## src/rtl/fp_pkg.sv

```systemverilog
// Shared types and constants for the floating-point add/subtract unit.
package fp_pkg;

  // Sequencer states. The encoding is visible on the unit's debug state output.
  typedef enum logic [2:0] {
    IDLE  = 3'd0,
    ALIGN = 3'd1,
    ADD   = 3'd2,
    NORM  = 3'd3,
    ROUND = 3'd4,
    DONE  = 3'd5
  } state_t;

  // Operand classes after unpacking. Denormals are folded into CLS_ZERO.
  typedef enum logic [1:0] {
    CLS_ZERO   = 2'd0,
    CLS_NORMAL = 2'd1,
    CLS_INF    = 2'd2,
    CLS_NAN    = 2'd3
  } fp_class_t;

  // Guard, round and sticky bits carried below the mantissa LSB.
  localparam int GRS_W = 3;

  // Single-precision reference constants. The unit derives its own
  // width-dependent versions from its parameters.
  localparam int                DEF_MANT = 23;
  localparam int                DEF_EXP  = 8;
  localparam int                BIAS     = 2 ** (DEF_EXP - 1) - 1;
  localparam logic [DEF_EXP-1:0] EXP_MAX = '1;
  localparam logic [31:0]       QNAN     = 32'h7FC0_0000;

endpackage

```

## src/rtl/leading_zero_counter.sv

```systemverilog
// Combinational leading-zero count. An all-zero input yields W.
module leading_zero_counter #(
  parameter int W = 27
) (
  input  logic [W-1:0]             i_data,
  output logic [$clog2(W+1)-1:0]   o_count
);

  localparam int CW = $clog2(W + 1);

  // Scan LSB to MSB so the highest set bit writes last and wins.
  always_comb begin
    o_count = CW'(W);
    for (int i = 0; i < W; i++) begin
      if (i_data[i]) o_count = CW'(W - 1 - i);
    end
  end

endmodule

```

## src/rtl/fp_addsub_unit.sv

```systemverilog
// Multicycle floating-point add/subtract with round-to-nearest-even,
// flush-to-zero denormals, special-value handling and exception flags.
//
// Handshakes: a transfer happens on a rising edge where valid and ready are
// both high. in_ready is high only in IDLE; operands and op_sub are captured
// on the accepting edge. out_valid stays high, with result and flags frozen,
// until the edge on which out_ready is seen high; the unit then returns to
// IDLE. The producer must not rely on in_valid being seen outside IDLE.
module fp_addsub_unit
  import fp_pkg::*;
#(
  parameter int MANTISSA_SIZE = 23,
  parameter int EXPONENT_SIZE = 8,
  parameter int N             = MANTISSA_SIZE + EXPONENT_SIZE
) (
  input  logic         clk,
  input  logic         rst,
  input  logic         in_valid,
  output logic         in_ready,
  input  logic         op_sub,
  input  logic [N:0]   a,
  input  logic [N:0]   b,
  output logic         out_valid,
  input  logic         out_ready,
  output logic [N:0]   result,
  output logic         overflow,
  output logic         underflow,
  output logic         invalid,
  output logic         inexact,
  output logic [2:0]   dbg_state
);

  // Working mantissa: hidden bit + fraction + G/R/S.
  localparam int MW = MANTISSA_SIZE + 1 + GRS_W;
  // Exponent with two extra bits so under/overflow never wraps.
  localparam int EW = EXPONENT_SIZE + 2;
  localparam int CW = $clog2(MW + 1);
  localparam logic [EXPONENT_SIZE-1:0] EMAX   = '1;
  localparam logic [EXPONENT_SIZE-1:0] SH_CAP = EXPONENT_SIZE'(MW - 1);
  localparam logic [N:0] CANON_NAN =
    {1'b0, EMAX, 1'b1, {(MANTISSA_SIZE-1){1'b0}}};

  state_t               r_state;
  logic [N:0]           r_a;
  logic [N:0]           r_b;          // sign already flipped for subtract
  logic                 r_sign_l;
  logic                 r_sub;
  logic [EW-1:0]        r_exp;
  logic [MW-1:0]        r_mant_l;
  logic [MW-1:0]        r_mant_s;
  logic [MW:0]          r_sum;
  logic [MW-1:0]        r_mant;
  logic                 r_zero;
  logic [N:0]           r_result;
  logic                 r_out_valid;
  logic                 r_ovf;
  logic                 r_unf;
  logic                 r_inv;
  logic                 r_inx;

  function automatic fp_class_t classify(input logic [EXPONENT_SIZE-1:0] e,
                                         input logic [MANTISSA_SIZE-1:0] f);
    if (e == '0)       return CLS_ZERO;
    else if (e == EMAX) return (f == '0) ? CLS_INF : CLS_NAN;
    else               return CLS_NORMAL;
  endfunction

  // ---------------- unpack / classify (from held operands) ----------------
  logic [EXPONENT_SIZE-1:0] w_ea, w_eb;
  logic [MANTISSA_SIZE-1:0] w_fa, w_fb;
  logic [MANTISSA_SIZE:0]   w_ma, w_mb;
  fp_class_t                w_cls_a, w_cls_b;
  logic                     w_a_larger;

  assign w_ea       = r_a[N-1:MANTISSA_SIZE];
  assign w_eb       = r_b[N-1:MANTISSA_SIZE];
  assign w_fa       = r_a[MANTISSA_SIZE-1:0];
  assign w_fb       = r_b[MANTISSA_SIZE-1:0];
  assign w_ma       = (w_ea == '0) ? '0 : {1'b1, w_fa};
  assign w_mb       = (w_eb == '0) ? '0 : {1'b1, w_fb};
  assign w_cls_a    = classify(w_ea, w_fa);
  assign w_cls_b    = classify(w_eb, w_fb);
  assign w_a_larger = {w_ea, w_ma} >= {w_eb, w_mb};

  // ---------------- alignment ----------------
  logic [EXPONENT_SIZE-1:0] w_el, w_es, w_diff, w_shamt;
  logic [MANTISSA_SIZE:0]   w_ml, w_msm;
  logic                     w_sl;
  logic [MW-1:0]            w_ms_ext, w_ms_shift, w_mask, w_ms_al;
  logic                     w_lost;

  // Order by magnitude and shift the smaller mantissa, folding lost bits into sticky.
  always_comb begin
    w_el       = w_a_larger ? w_ea : w_eb;
    w_es       = w_a_larger ? w_eb : w_ea;
    w_ml       = w_a_larger ? w_ma : w_mb;
    w_msm      = w_a_larger ? w_mb : w_ma;
    w_sl       = w_a_larger ? r_a[N] : r_b[N];
    w_diff     = w_el - w_es;
    w_shamt    = (w_diff > SH_CAP) ? SH_CAP : w_diff;
    w_ms_ext   = {w_msm, {GRS_W{1'b0}}};
    w_ms_shift = w_ms_ext >> w_shamt;
    w_mask     = ~({MW{1'b1}} << w_shamt);
    w_lost     = |(w_ms_ext & w_mask);
    w_ms_al    = {w_ms_shift[MW-1:1], w_ms_shift[0] | w_lost};
  end

  // ---------------- normalisation ----------------
  logic [CW-1:0] w_lz;
  logic [MW-1:0] w_norm_shift;

  leading_zero_counter #(.W(MW)) u_lzc (
    .i_data  (r_sum[MW-1:0]),
    .o_count (w_lz)
  );

  assign w_norm_shift = r_sum[MW-1:0] << w_lz;

  // ---------------- rounding and packing ----------------
  logic                     w_g, w_r, w_s, w_lsb, w_inc;
  logic [MANTISSA_SIZE+1:0] w_rounded;
  logic                     w_rcarry;
  logic [MANTISSA_SIZE-1:0] w_frac;
  logic [EW-1:0]            w_exp_r;
  logic                     w_exp_ovf, w_exp_unf;
  logic                     w_inf_inf;
  logic [N:0]               w_res;
  logic                     w_ovf, w_unf, w_inv, w_inx;

  // Round to nearest even, then pick between special, zero, inf, flushed and normal results.
  always_comb begin
    w_g       = r_mant[GRS_W-1];
    w_r       = r_mant[GRS_W-2];
    w_s       = r_mant[0];
    w_lsb     = r_mant[GRS_W];
    w_inc     = w_g & (w_r | w_s | w_lsb);
    w_rounded = {1'b0, r_mant[MW-1:GRS_W]} + (MANTISSA_SIZE+2)'(w_inc);
    w_rcarry  = w_rounded[MANTISSA_SIZE+1];
    w_frac    = w_rcarry ? w_rounded[MANTISSA_SIZE:1] : w_rounded[MANTISSA_SIZE-1:0];
    w_exp_r   = r_exp + EW'(w_rcarry);
    w_exp_ovf = ~w_exp_r[EW-1] & (w_exp_r[EW-2:0] >= {1'b0, EMAX});
    w_exp_unf = w_exp_r[EW-1] | (w_exp_r == '0);
    w_inf_inf = (w_cls_a == CLS_INF) && (w_cls_b == CLS_INF) && (r_a[N] != r_b[N]);

    w_res = {r_sign_l, w_exp_r[EXPONENT_SIZE-1:0], w_frac};
    w_ovf = 1'b0;
    w_unf = 1'b0;
    w_inv = 1'b0;
    w_inx = w_g | w_r | w_s;

    if ((w_cls_a == CLS_NAN) || (w_cls_b == CLS_NAN) || w_inf_inf) begin
      w_res = CANON_NAN;
      w_inv = 1'b1;
      w_inx = 1'b0;
    end else if (w_cls_a == CLS_INF) begin
      w_res = {r_a[N], EMAX, {MANTISSA_SIZE{1'b0}}};
      w_inx = 1'b0;
    end else if (w_cls_b == CLS_INF) begin
      w_res = {r_b[N], EMAX, {MANTISSA_SIZE{1'b0}}};
      w_inx = 1'b0;
    end else if (r_zero) begin
      // Exact cancellation is +0; only an effective add of two -0 stays negative.
      w_res = {(r_sub ? 1'b0 : r_sign_l), {N{1'b0}}};
      w_inx = 1'b0;
    end else if (w_exp_ovf) begin
      w_res = {r_sign_l, EMAX, {MANTISSA_SIZE{1'b0}}};
      w_ovf = 1'b1;
      w_inx = 1'b1;
    end else if (w_exp_unf) begin
      w_res = {r_sign_l, {N{1'b0}}};
      w_unf = 1'b1;
      w_inx = 1'b1;
    end
  end

  // ---------------- sequencer and datapath registers ----------------
  // One pass per state; the latency is fixed because every operand takes all states.
  always_ff @(posedge clk) begin
    if (rst) begin
      r_state     <= IDLE;
      r_a         <= '0;
      r_b         <= '0;
      r_sign_l    <= 1'b0;
      r_sub       <= 1'b0;
      r_exp       <= '0;
      r_mant_l    <= '0;
      r_mant_s    <= '0;
      r_sum       <= '0;
      r_mant      <= '0;
      r_zero      <= 1'b0;
      r_result    <= '0;
      r_out_valid <= 1'b0;
      r_ovf       <= 1'b0;
      r_unf       <= 1'b0;
      r_inv       <= 1'b0;
      r_inx       <= 1'b0;
    end else begin
      case (r_state)
        IDLE: begin
          if (in_valid) begin
            r_a     <= a;
            r_b     <= {b[N] ^ op_sub, b[N-1:0]};
            r_ovf   <= 1'b0;
            r_unf   <= 1'b0;
            r_inv   <= 1'b0;
            r_inx   <= 1'b0;
            r_state <= ALIGN;
          end
        end
        ALIGN: begin
          r_mant_l <= {w_ml, {GRS_W{1'b0}}};
          r_mant_s <= w_ms_al;
          r_exp    <= {2'b00, w_el};
          r_sign_l <= w_sl;
          r_sub    <= r_a[N] ^ r_b[N];
          r_state  <= ADD;
        end
        ADD: begin
          r_sum   <= r_sub ? ({1'b0, r_mant_l} - {1'b0, r_mant_s})
                           : ({1'b0, r_mant_l} + {1'b0, r_mant_s});
          r_state <= NORM;
        end
        NORM: begin
          r_zero <= (r_sum == '0);
          if (r_sum[MW]) begin
            r_mant <= {r_sum[MW:2], r_sum[1] | r_sum[0]};
            r_exp  <= r_exp + EW'(1);
          end else begin
            r_mant <= w_norm_shift;
            r_exp  <= r_exp - EW'(w_lz);
          end
          r_state <= ROUND;
        end
        ROUND: begin
          r_result    <= w_res;
          r_ovf       <= w_ovf;
          r_unf       <= w_unf;
          r_inv       <= w_inv;
          r_inx       <= w_inx;
          r_out_valid <= 1'b1;
          r_state     <= DONE;
        end
        DONE: begin
          if (out_ready) begin
            r_out_valid <= 1'b0;
            r_state     <= IDLE;
          end
        end
        default: begin
          r_out_valid <= 1'b0;
          r_state     <= IDLE;
        end
      endcase
    end
  end

  assign in_ready  = (r_state == IDLE);
  assign out_valid = r_out_valid;
  assign result    = r_result;
  assign overflow  = r_ovf;
  assign underflow = r_unf;
  assign invalid   = r_inv;
  assign inexact   = r_inx;
  assign dbg_state = r_state;

endmodule

```

## config.mk

```make
export PLATFORM = sky130hd
export DESIGN_NAME = fp_addsub_unit
export DESIGN_NICKNAME = d
export VERILOG_FILES = /design/src/rtl/fp_pkg.sv /design/src/rtl/leading_zero_counter.sv /design/src/rtl/fp_addsub_unit.sv
export SDC_FILE = /design/constraint.sdc
export NUM_CORES = 1
export LEC_CHECK = 0
export ABC_CLOCK_PERIOD_IN_PS = 6800
export CAP_MARGIN = 20
export CORE_AREA = 2 2 255 182
export CTS_BUF_LIST = sky130_fd_sc_hd__clkbuf_8
export DETAILED_ROUTE_END_ITERATION = 6
export DIE_AREA = 0 0 257 184
export PLACE_DENSITY = 0.62
export SETUP_SLACK_MARGIN = 0.3
export SYNTH_ARGS = -nofsm -noshare
export SYNTH_HDL_FRONTEND = slang
export SYNTH_SLANG_ARGS = --single-unit
```

## constraint.sdc

```tcl
create_clock -name clk -period 6.8 [get_ports clk]
set_clock_uncertainty 0.05 [all_clocks]
set_input_delay 2.04 -clock clk [delete_from_list [all_inputs] [get_ports clk]]
set_output_delay 2.04 -clock clk [all_outputs]
set_load 0.01 [all_outputs]
```

# After elaboration in Yosys (flattened, before gate mapping)
# Cells that the tools add are included.
word_totals:
  ram_bits: 0
  latchBits: 0
  n_memories: 0
  mem_bits_ro: 0
  reg_bits: 223
  out_inout_bits: 41
op_classes:
  add_sub_neg: 7
  mux: 81
  bitwise_logic: 15
  n_reduce_logical: 19
  eq_ne: 14
  n_mul: 0
  shift: 3
  div_mod_pow: 0
  magnitude_cmp: 3
op_table:
  columns: ["operator", "count"]
  rows:
  - ["two-way mux 32 bit", 4]
  - ["two-way mux 24 bit", 4]
  - ["two-way mux 5 bit", 16]
  - ["two-way mux 31 bit", 2]
  - ["zero test 23 bit", 2]
  - ["greater-or-equal comparator 32 bit", 1]
  - ["two-way mux 4 bit", 8]
  - ["adder 27 x 27 -> 28 bit", 1]
  - ["zero test 28 bit", 1]
  - ["two-way mux 28 bit", 1]
  - ["subtractor 27 x 27 -> 28 bit", 1]
  - ["AND 27 bit", 1]
  - ["two-way mux 27 bit", 1]
  - ["NOT 27 bit", 1]
  - ["OR reduction 27 bit", 1]
  - ["<< shifter 27 x 5 -> 27 bit", 1]
  - ["<< shifter 27 x 8 -> 27 bit (first input constant)", 1]
  - ["right shift 27 x 8 -> 27 bit", 1]
  - ["adder 24 x 1 -> 25 bit", 1]
  - ["two-way mux 1 bit", 25]
  - ["two-way mux 8 bit", 3]
  - ["two-way mux 23 bit", 1]
  - ["case mux 10 bit (2 select lines)", 1]
  - ["case mux 3 bit (6 select lines)", 1]
  - ["other kinds (30)", 62]

# Logic depth before layout (Yosys ltp)
depth:
  word_depth: 30
  mapped_depth: 29
  depth_no_buf: 27

# Hierarchy
# A second synthesis with hierarchy kept.
hier_totals:
  cells_unflattened: 2323
  hier_area_um2: 16891.2
modules_own_cells:
  columns: ["module", "area_per_inst_um2", "instances", "cells_per_inst"]
  rows:
  - ["fp_addsub_unit", 16613.4, 1, 2272]
  - ["leading_zero_counter", 277.8, 1, 51]

# Least setup slack after synthesis
# OpenSTA, ideal clock, no wires.
synth_path:
  path_type: "register -> register"
  from: "register r_b[27]"
  to: "register r_mant_s[18]"
  n_path_buf: 3
  path_slack_ns: 1.066
  stages_incl_launch_ff: 24
  required_time_ns: 6.633
  arrival_time_ns: 5.567
  cell_sequence: "dfxtp_1 -> clkbuf_1 -> nor4_1 -> nand2_1 -> clkbuf_1 -> clkbuf_1 -> nand2_1 -> ha_1 -> o21a_1 -> nor2_1 -> or4b_1 -> a31o_2 -> a211oi_2 -> a41oi_1 -> ha_1 -> o31a_1 -> a221o_1 -> nand4_1 -> o221ai_4 -> nor3_4 -> mux4_2 -> mux2i_1 -> o21ai_1 -> a32o_1"
synth_between:
  elab_chain_len: 8
  word_cells_on_any_way: 10
  classes_between: "add/sub: 1; order compare: 2; shift: 1; mux: 5; reduce/logical: 1"
synth_rtl:
  columns: ["item", "line_no", "rtl"]
  rows:
  - ["start, declared", "fp_addsub_unit.sv:45", "logic [N:0] r_b;"]
  - ["start signal, assigned", "fp_addsub_unit.sv:202", "r_b <= {b[N] ^ op_sub, b[N-1:0]};"]
  - ["zero test 8 bit", "fp_addsub_unit.sv:80", "assign w_mb = (w_eb == '0) ? '0 : {1'b1, w_fb};"]
  - ["two-way mux 24 bit", "fp_addsub_unit.sv:80", null]
  - ["greater-or-equal comparator 32 bit", "fp_addsub_unit.sv:83", "assign w_a_larger = {w_ea, w_ma} >= {w_eb, w_mb};"]
  - ["two-way mux 8 bit (on tied branches)", "fp_addsub_unit.sv:94, fp_addsub_unit.sv:95", null]
  - ["subtractor 8 bit", "fp_addsub_unit.sv:99", "w_diff = w_el - w_es;"]
  - ["greater-than comparator 8 x 5 -> 1 bit", "fp_addsub_unit.sv:100", "w_shamt = (w_diff > SH_CAP) ? SH_CAP : w_diff;"]
  - ["two-way mux 8 bit", "fp_addsub_unit.sv:100", null]
  - ["right shift 27 x 8 -> 27 bit *", "fp_addsub_unit.sv:102", "w_ms_shift = w_ms_ext >> w_shamt;"]
  - ["end signal, assigned", "fp_addsub_unit.sv:212", "r_mant_s <= w_ms_al;"]
  - ["end, declared", "fp_addsub_unit.sv:50", "logic [MW-1:0] r_mant_s;"]
# Every way passes the cells marked *; elsewhere a longest branch is shown, timed or not.
# A chain may end at the register's enable or synchronous reset.

# Final worst setup path
layout_path:
  from: "register r_b[25]"
  to: "register r_mant_s[2]"
# Same word-level chain as after synthesis.

==> flow_summary.html <==
<table>
<tr><th>Metric</th><th>Value</th></tr>
<tr><th colspan="2">Run status</th></tr>
<tr><td>Outcome</td><td>finished, final reports clean</td></tr>
<tr><th colspan="2">Setup path</th></tr>
<tr><td>Kind of launch point of the worst setup path</td><td>flop</td></tr>
<tr><td>Series of cell instances along the critical path</td><td>nor4_2 -&gt; nand2_2 -&gt; nand2_1 -&gt; inv_1 -&gt; ha_1 -&gt; nand2b_1 -&gt; a2111oi_0 -&gt; or4b_1 -&gt; a31o_2 -&gt; a211oi_2 -&gt; a41oi_1 -&gt; ha_1 -&gt; o31ai_1 -&gt; a31oi_2 -&gt; or3_4 -&gt; a211o_1 -&gt; and2_1 -&gt; nor2_4 -&gt; nand2_1 -&gt; o41ai_1 -&gt; and3b_1</td></tr>
<tr><td>Critical Path Sink Type</td><td>flop</td></tr>
<tr><td>Worst reg-to-reg path cell count</td><td>21</td></tr>
<tr><td>FF-to-FF Start</td><td>r_b[25]$_SDFFE_PP0P_</td></tr>
<tr><td>CP max FO</td><td>15</td></tr>
<tr><td>WP depth</td><td>21</td></tr>
<tr><td>Delay-heaviest family, CP</td><td>simple AND/OR/NAND/NOR gates</td></tr>
<tr><td>CP max stage cell</td><td>or4b_1</td></tr>
<tr><td>Origin of the worst setup path</td><td>r_b[25]$_SDFFE_PP0P_</td></tr>
<tr><td>Data arrival at the endpoint of the critical path</td><td>around 6.6 ns</td></tr>
<tr><td>R2R Path End</td><td>r_mant_s[2]$_SDFFE_PP0P_</td></tr>
<tr><td>R2r setup slk</td><td>0.59 ns</td></tr>
<tr><td>Data required time of the worst path</td><td>7.23 ns</td></tr>
<tr><td>Critical path endpoint</td><td>r_mant_s[2]$_SDFFE_PP0P_</td></tr>
<tr><td>Crit path buffers/inverters</td><td>1</td></tr>
<tr><td>Critical Path Max Stage Delay</td><td>0.55 ns</td></tr>
<tr><td>Category of the critical setup timing path</td><td>flop to flop</td></tr>
<tr><th colspan="2">Yosys</th></tr>
<tr><td>Top FF cell, synth</td><td>dfxtp_1</td></tr>
<tr><td>Share of the yosys chip area belonging to registers</td><td>0.252</td></tr>
<tr><td>Number of instances in the synthesized netlist</td><td>2443</td></tr>
<tr><td>Cell area after technology mapping</td><td>about 0.018 mm^2</td></tr>
<tr><td>Synth Register Bits</td><td>223</td></tr>
<tr><td>Largest area contributor in the netlist</td><td>dfxtp_1</td></tr>
<tr><td>Post-Syn Area per Cell</td><td>about 7.3 um^2</td></tr>
<tr><td>Dominant cells by area after synthesis</td><td>dfxtp_1 25%, a21oi_1 7.5%, nand2_1 7.1%, ha_1 6.8%, nor2_1 5.1%</td></tr>
<tr><td>Count of warnings emitted by yosys</td><td>0</td></tr>
<tr><td>Async S/R FF share, synth</td><td>0</td></tr>
<tr><td>Portion of synthesized cell area occupied by the leading cell type</td><td>0.252</td></tr>
<tr><td>Synth Net Count</td><td>~2600</td></tr>
<tr><td>Count of flip-flops with a built-in enable after synthesis</td><td>0</td></tr>
<tr><td>Number of unique standard cell types used by synthesis</td><td>roughly 100</td></tr>
<tr><th colspan="2">Min path</th></tr>
<tr><td>Class of the tightest hold or removal check</td><td>flop to flop</td></tr>
<tr><td>Start point of the worst hold path</td><td>r_a[5]$_SDFFE_PP0P_</td></tr>
<tr><th colspan="2">Timing</th></tr>
<tr><td>Worst-margin pin slew</td><td>1.24 ns</td></tr>
<tr><td>Final worst hold slack</td><td>0.418 ns</td></tr>
<tr><td>Endpoints failing setup</td><td>0</td></tr>
<tr><td>Peak clock frequency supported by timing</td><td>161 MHz</td></tr>
<tr><td>Max-Slew Margin vs Limit</td><td>0.164</td></tr>
<tr><td>Final Hold Vio Count</td><td>0</td></tr>
<tr><td>Final total negative setup slack</td><td>0 ns</td></tr>
<tr><td>Post-layout min period</td><td>6.21 ns</td></tr>
<tr><td>RSZ-0062 raised after global routing</td><td>no</td></tr>
<tr><td>Post-route fraction of the period consumed by the critical path</td><td>0.913</td></tr>
<tr><td>Max Slew Vio Count</td><td>0</td></tr>
<tr><th colspan="2">Pwr</th></tr>
<tr><td>Power, Total</td><td>about 7.4 mW</td></tr>
<tr><td>Share of power burned in registers</td><td>0.220</td></tr>
<tr><td>Sw Share</td><td>0.491</td></tr>
<tr><td>Total power per unit cell area</td><td>358 mW/mm^2</td></tr>
<tr><td>Internal Power</td><td>3.76 mW</td></tr>
<tr><td>Part of the total power dissipated in the clock network</td><td>0.208</td></tr>
<tr><td>Proportion of power drawn by combinational gates</td><td>0.572</td></tr>
<tr><td>VDD IR-drop max</td><td>0.222 mV</td></tr>
<tr><td>P_leak</td><td>7.59 nW</td></tr>
<tr><td>Sw Pwr</td><td>3.63 mW</td></tr>
<tr><th colspan="2">Final layout</th></tr>
<tr><td>Number of filler instances in the final layout</td><td>approximately 4500</td></tr>
<tr><td>Area of the multi-input gates</td><td>0.0123 mm^2</td></tr>
<tr><td>Seq. cell area</td><td>0.00447 mm^2</td></tr>
<tr><td>Non-filler cells in the finished layout</td><td>3143</td></tr>
<tr><td>Layout overhead on the synthesized area</td><td>16.5%</td></tr>
<tr><td>Layout Cell Area excl Fill</td><td>0.0206 mm^2</td></tr>
<tr><td>Antenna diode count</td><td>0</td></tr>
<tr><td>Layout cells sized above 1</td><td>0.101</td></tr>
<tr><td>Most common library cell in the layout ignoring fill and taps</td><td>nand2_1</td></tr>
<tr><td>Final-stage net count</td><td>2678</td></tr>
<tr><td>Commonest non-fill, non-tap cells in the layout</td><td>335 x nand2_1, 265 x a21oi_1, 238 x nor2_1, 222 x dfxtp_1, 125 x o21ai_0</td></tr>
<tr><th colspan="2">Detailed routing</th></tr>
<tr><td>Routed Antenna Nets</td><td>0</td></tr>
<tr><td>Average routed wire per standard cell</td><td>around 23 um</td></tr>
<tr><td>Overall via count from detail_route</td><td>19400</td></tr>
<tr><td>Number of optimization iterations in the first detailed-route pass</td><td>6</td></tr>
<tr><td>Initial detailed-routing violation count</td><td>2205</td></tr>
<tr><td>Vias per Instance</td><td>6.16</td></tr>
<tr><td>Total Wirelength</td><td>73800 um</td></tr>
<tr><td>DRC Markers</td><td>0</td></tr>
<tr><th colspan="2">Global routing</th></tr>
<tr><td>Wire length of the first global-routing pass</td><td>111000 um</td></tr>
<tr><td>Maximum number of pins on one net before global-route repair</td><td>104</td></tr>
<tr><td>Via count of the first global-routing pass</td><td>17800</td></tr>
<tr><td>Initial antenna violation count</td><td>0</td></tr>
<tr><td>Combined global-route utilization of all metal layers</td><td>0.303</td></tr>
<tr><td>GRT overflow</td><td>0</td></tr>
<tr><th colspan="2">CTS</th></tr>
<tr><td>Total number of clock tree sinks</td><td>223</td></tr>
<tr><td>Insertion delay of the later-clocked pin in the worst-skew pair</td><td>roughly 0.60 ns</td></tr>
<tr><td>Root cell of the clock tree</td><td>clkbuf_8</td></tr>
<tr><td>Hold-fix buffers, CTS</td><td>0</td></tr>
<tr><td>TritonCTS clock tree</td><td>done</td></tr>
<tr><td>H-tree depth</td><td>2</td></tr>
<tr><td>Clock transition time at the flip-flop clock pins of the worst setup and hold paths</td><td>0.06 ns</td></tr>
<tr><td>Worst-case clock buffer depth</td><td>3</td></tr>
<tr><td>TritonCTS buffer count</td><td>41</td></tr>
<tr><td>Setup repair bufs after CTS</td><td>0</td></tr>
<tr><th colspan="2">Die</th></tr>
<tr><td>Ports</td><td>110</td></tr>
<tr><td>Effective utilization at floorplan</td><td>0.397</td></tr>
<tr><td>Die Span X</td><td>approximately 260 um</td></tr>
<tr><td>Area inside the core boundary</td><td>0.0446 mm^2</td></tr>
<tr><td>Chip height</td><td>roughly 180 um</td></tr>
<tr><td>Row count</td><td>65</td></tr>
<tr><td>Total Die Area</td><td>0.0473 mm^2</td></tr>
<tr><th colspan="2">Place</th></tr>
<tr><td>Last weighted congestion value of the routability-driven placer</td><td>a little under 1</td></tr>
<tr><td>Port buffer count</td><td>109</td></tr>
<tr><td>Cell area after placement</td><td>0.0196 mm^2</td></tr>
<tr><td>Cell count after placement</td><td>approximately 3100</td></tr>
<tr><td>Final HPWL DP</td><td>56000 um</td></tr>
<tr><th colspan="2">Flow run</th></tr>
<tr><td>Number of max-capacitance violations reported</td><td>0</td></tr>
</table>
## worst reg2reg max path, cell delays in order (launching register included)
cell	delay, ns
dfxtp_1	0.36
nor4_2	0.42
nand2_2	0.29
nand2_1	0.16
inv_1	0.08
ha_1	0.26
nand2b_1	0.08
a2111oi_0	0.08
or4b_1	0.55
a31o_2	0.33
a211oi_2	0.27
a41oi_1	0.09
ha_1	0.27
o31ai_1	0.30
a31oi_2	0.23
or3_4	0.44
a211o_1	0.33
and2_1	0.41
nor2_4	0.35
nand2_1	0.09
o41ai_1	0.44
and3b_1	0.22
## cell families after synthesis
family | share of synthesized area
flops | 0.252
simple gates | 0.242
buf+inv | 0.0607
xor+xnor | 0.0292
fa+ha+maj | 0.0701
mux | 0.0355
compound gates | 0.310
## stage by stage
stage,util,setup WS [ns]
2_1_floorplan,-,1.07
3_3_place_gp,0.438,0.482
3_5_place_dp,0.438,0.287
4_1_cts,0.460,0.437
5_1_grt,0.462,0.325
6_report,0.462,0.590
## state kept, by name, summed over array words and instances (netlist names), 3 cells and up
| signal | count |
|---|---|
| r_mant_s | 27 |
| r_exp | 10 |
| r_mant_l | 24 |
| r_b | 32 |
| r_sum | 28 |
| dbg_state | 3 |
| r_a | 32 |
| r_mant | 27 |
| result | 32 |
## what timing repair did
item,4_1_cts,5_1_grt
gates resized for setup,1,8
hold endpoints to repair,0,0
setup endpoints to repair,1,21
pin swaps,0,1
cloned,0,1
## Yosys cell counts, drive strengths merged, types with 22 or more instances
library cell	count
nand4	24
inv	96
a211oi	89
dfxtp	223
and2	50
a31oi	45
a21oi	266
a22oi	27
nor2	244
o21ai	136
nand3	69
buf	44
ha	96
clkbuf	132
o31ai	29
nor4	28
nand2	338
o21a	25
o211ai	28
nor3	68
a221oi	22
xnor2	41
## worst min-delay path by stage
stage                                   to  slack [ns]  depth (start not counted)
finish                 r_a[5]$_SDFFE_PP0P_        0.42                          2
global route        out_valid$_SDFFE_PP0P_        0.44                          2
CTS                    r_a[5]$_SDFFE_PP0P_        0.42                          2
detailed placement  out_valid$_SDFFE_PP0P_        0.41                          2
global placement    out_valid$_SDFFE_PP0P_        0.40                          2
floorplan             r_a[15]$_SDFFE_PP0P_        0.39                          2
## layout make-up
| class | instances | area share |
|---|---|---|
| multi-input combinational | 1948 | 0.594 |
| sequential | 223 | 0.217 |
| timing repair buffer | 200 | 0.0889 |
| tap | 603 | 0.0366 |
| clock buffer | 54 | 0.0360 |
| inverter | 97 | 0.0177 |
| clock inverter | 18 | 0.0104 |
## power by group through the flow
stage / combinational [mW] / sequential (mW) / clock [mW]
after global routing: 4.52 / 1.63 / 1.62
after global placement: 4.07 / 1.63 / 0
after detailed placement: 4.04 / 1.63 / 0
final: 4.22 / 1.62 / 1.54
after CTS: 4.06 / 1.60 / 1.56
after floorplan: 2.78 / 1.52 / 0
## metal layers
layer  vias to the layer above  wire [um]  track usage
met2                       920      27800        0.402
met5                         -          0            0
met1                      9269      37400        0.482
met3                        83       7630       0.0725
met4                         0        922       0.0521
li1                       9092          -            -
No activity file was read; power rests on OpenSTA's default activity.
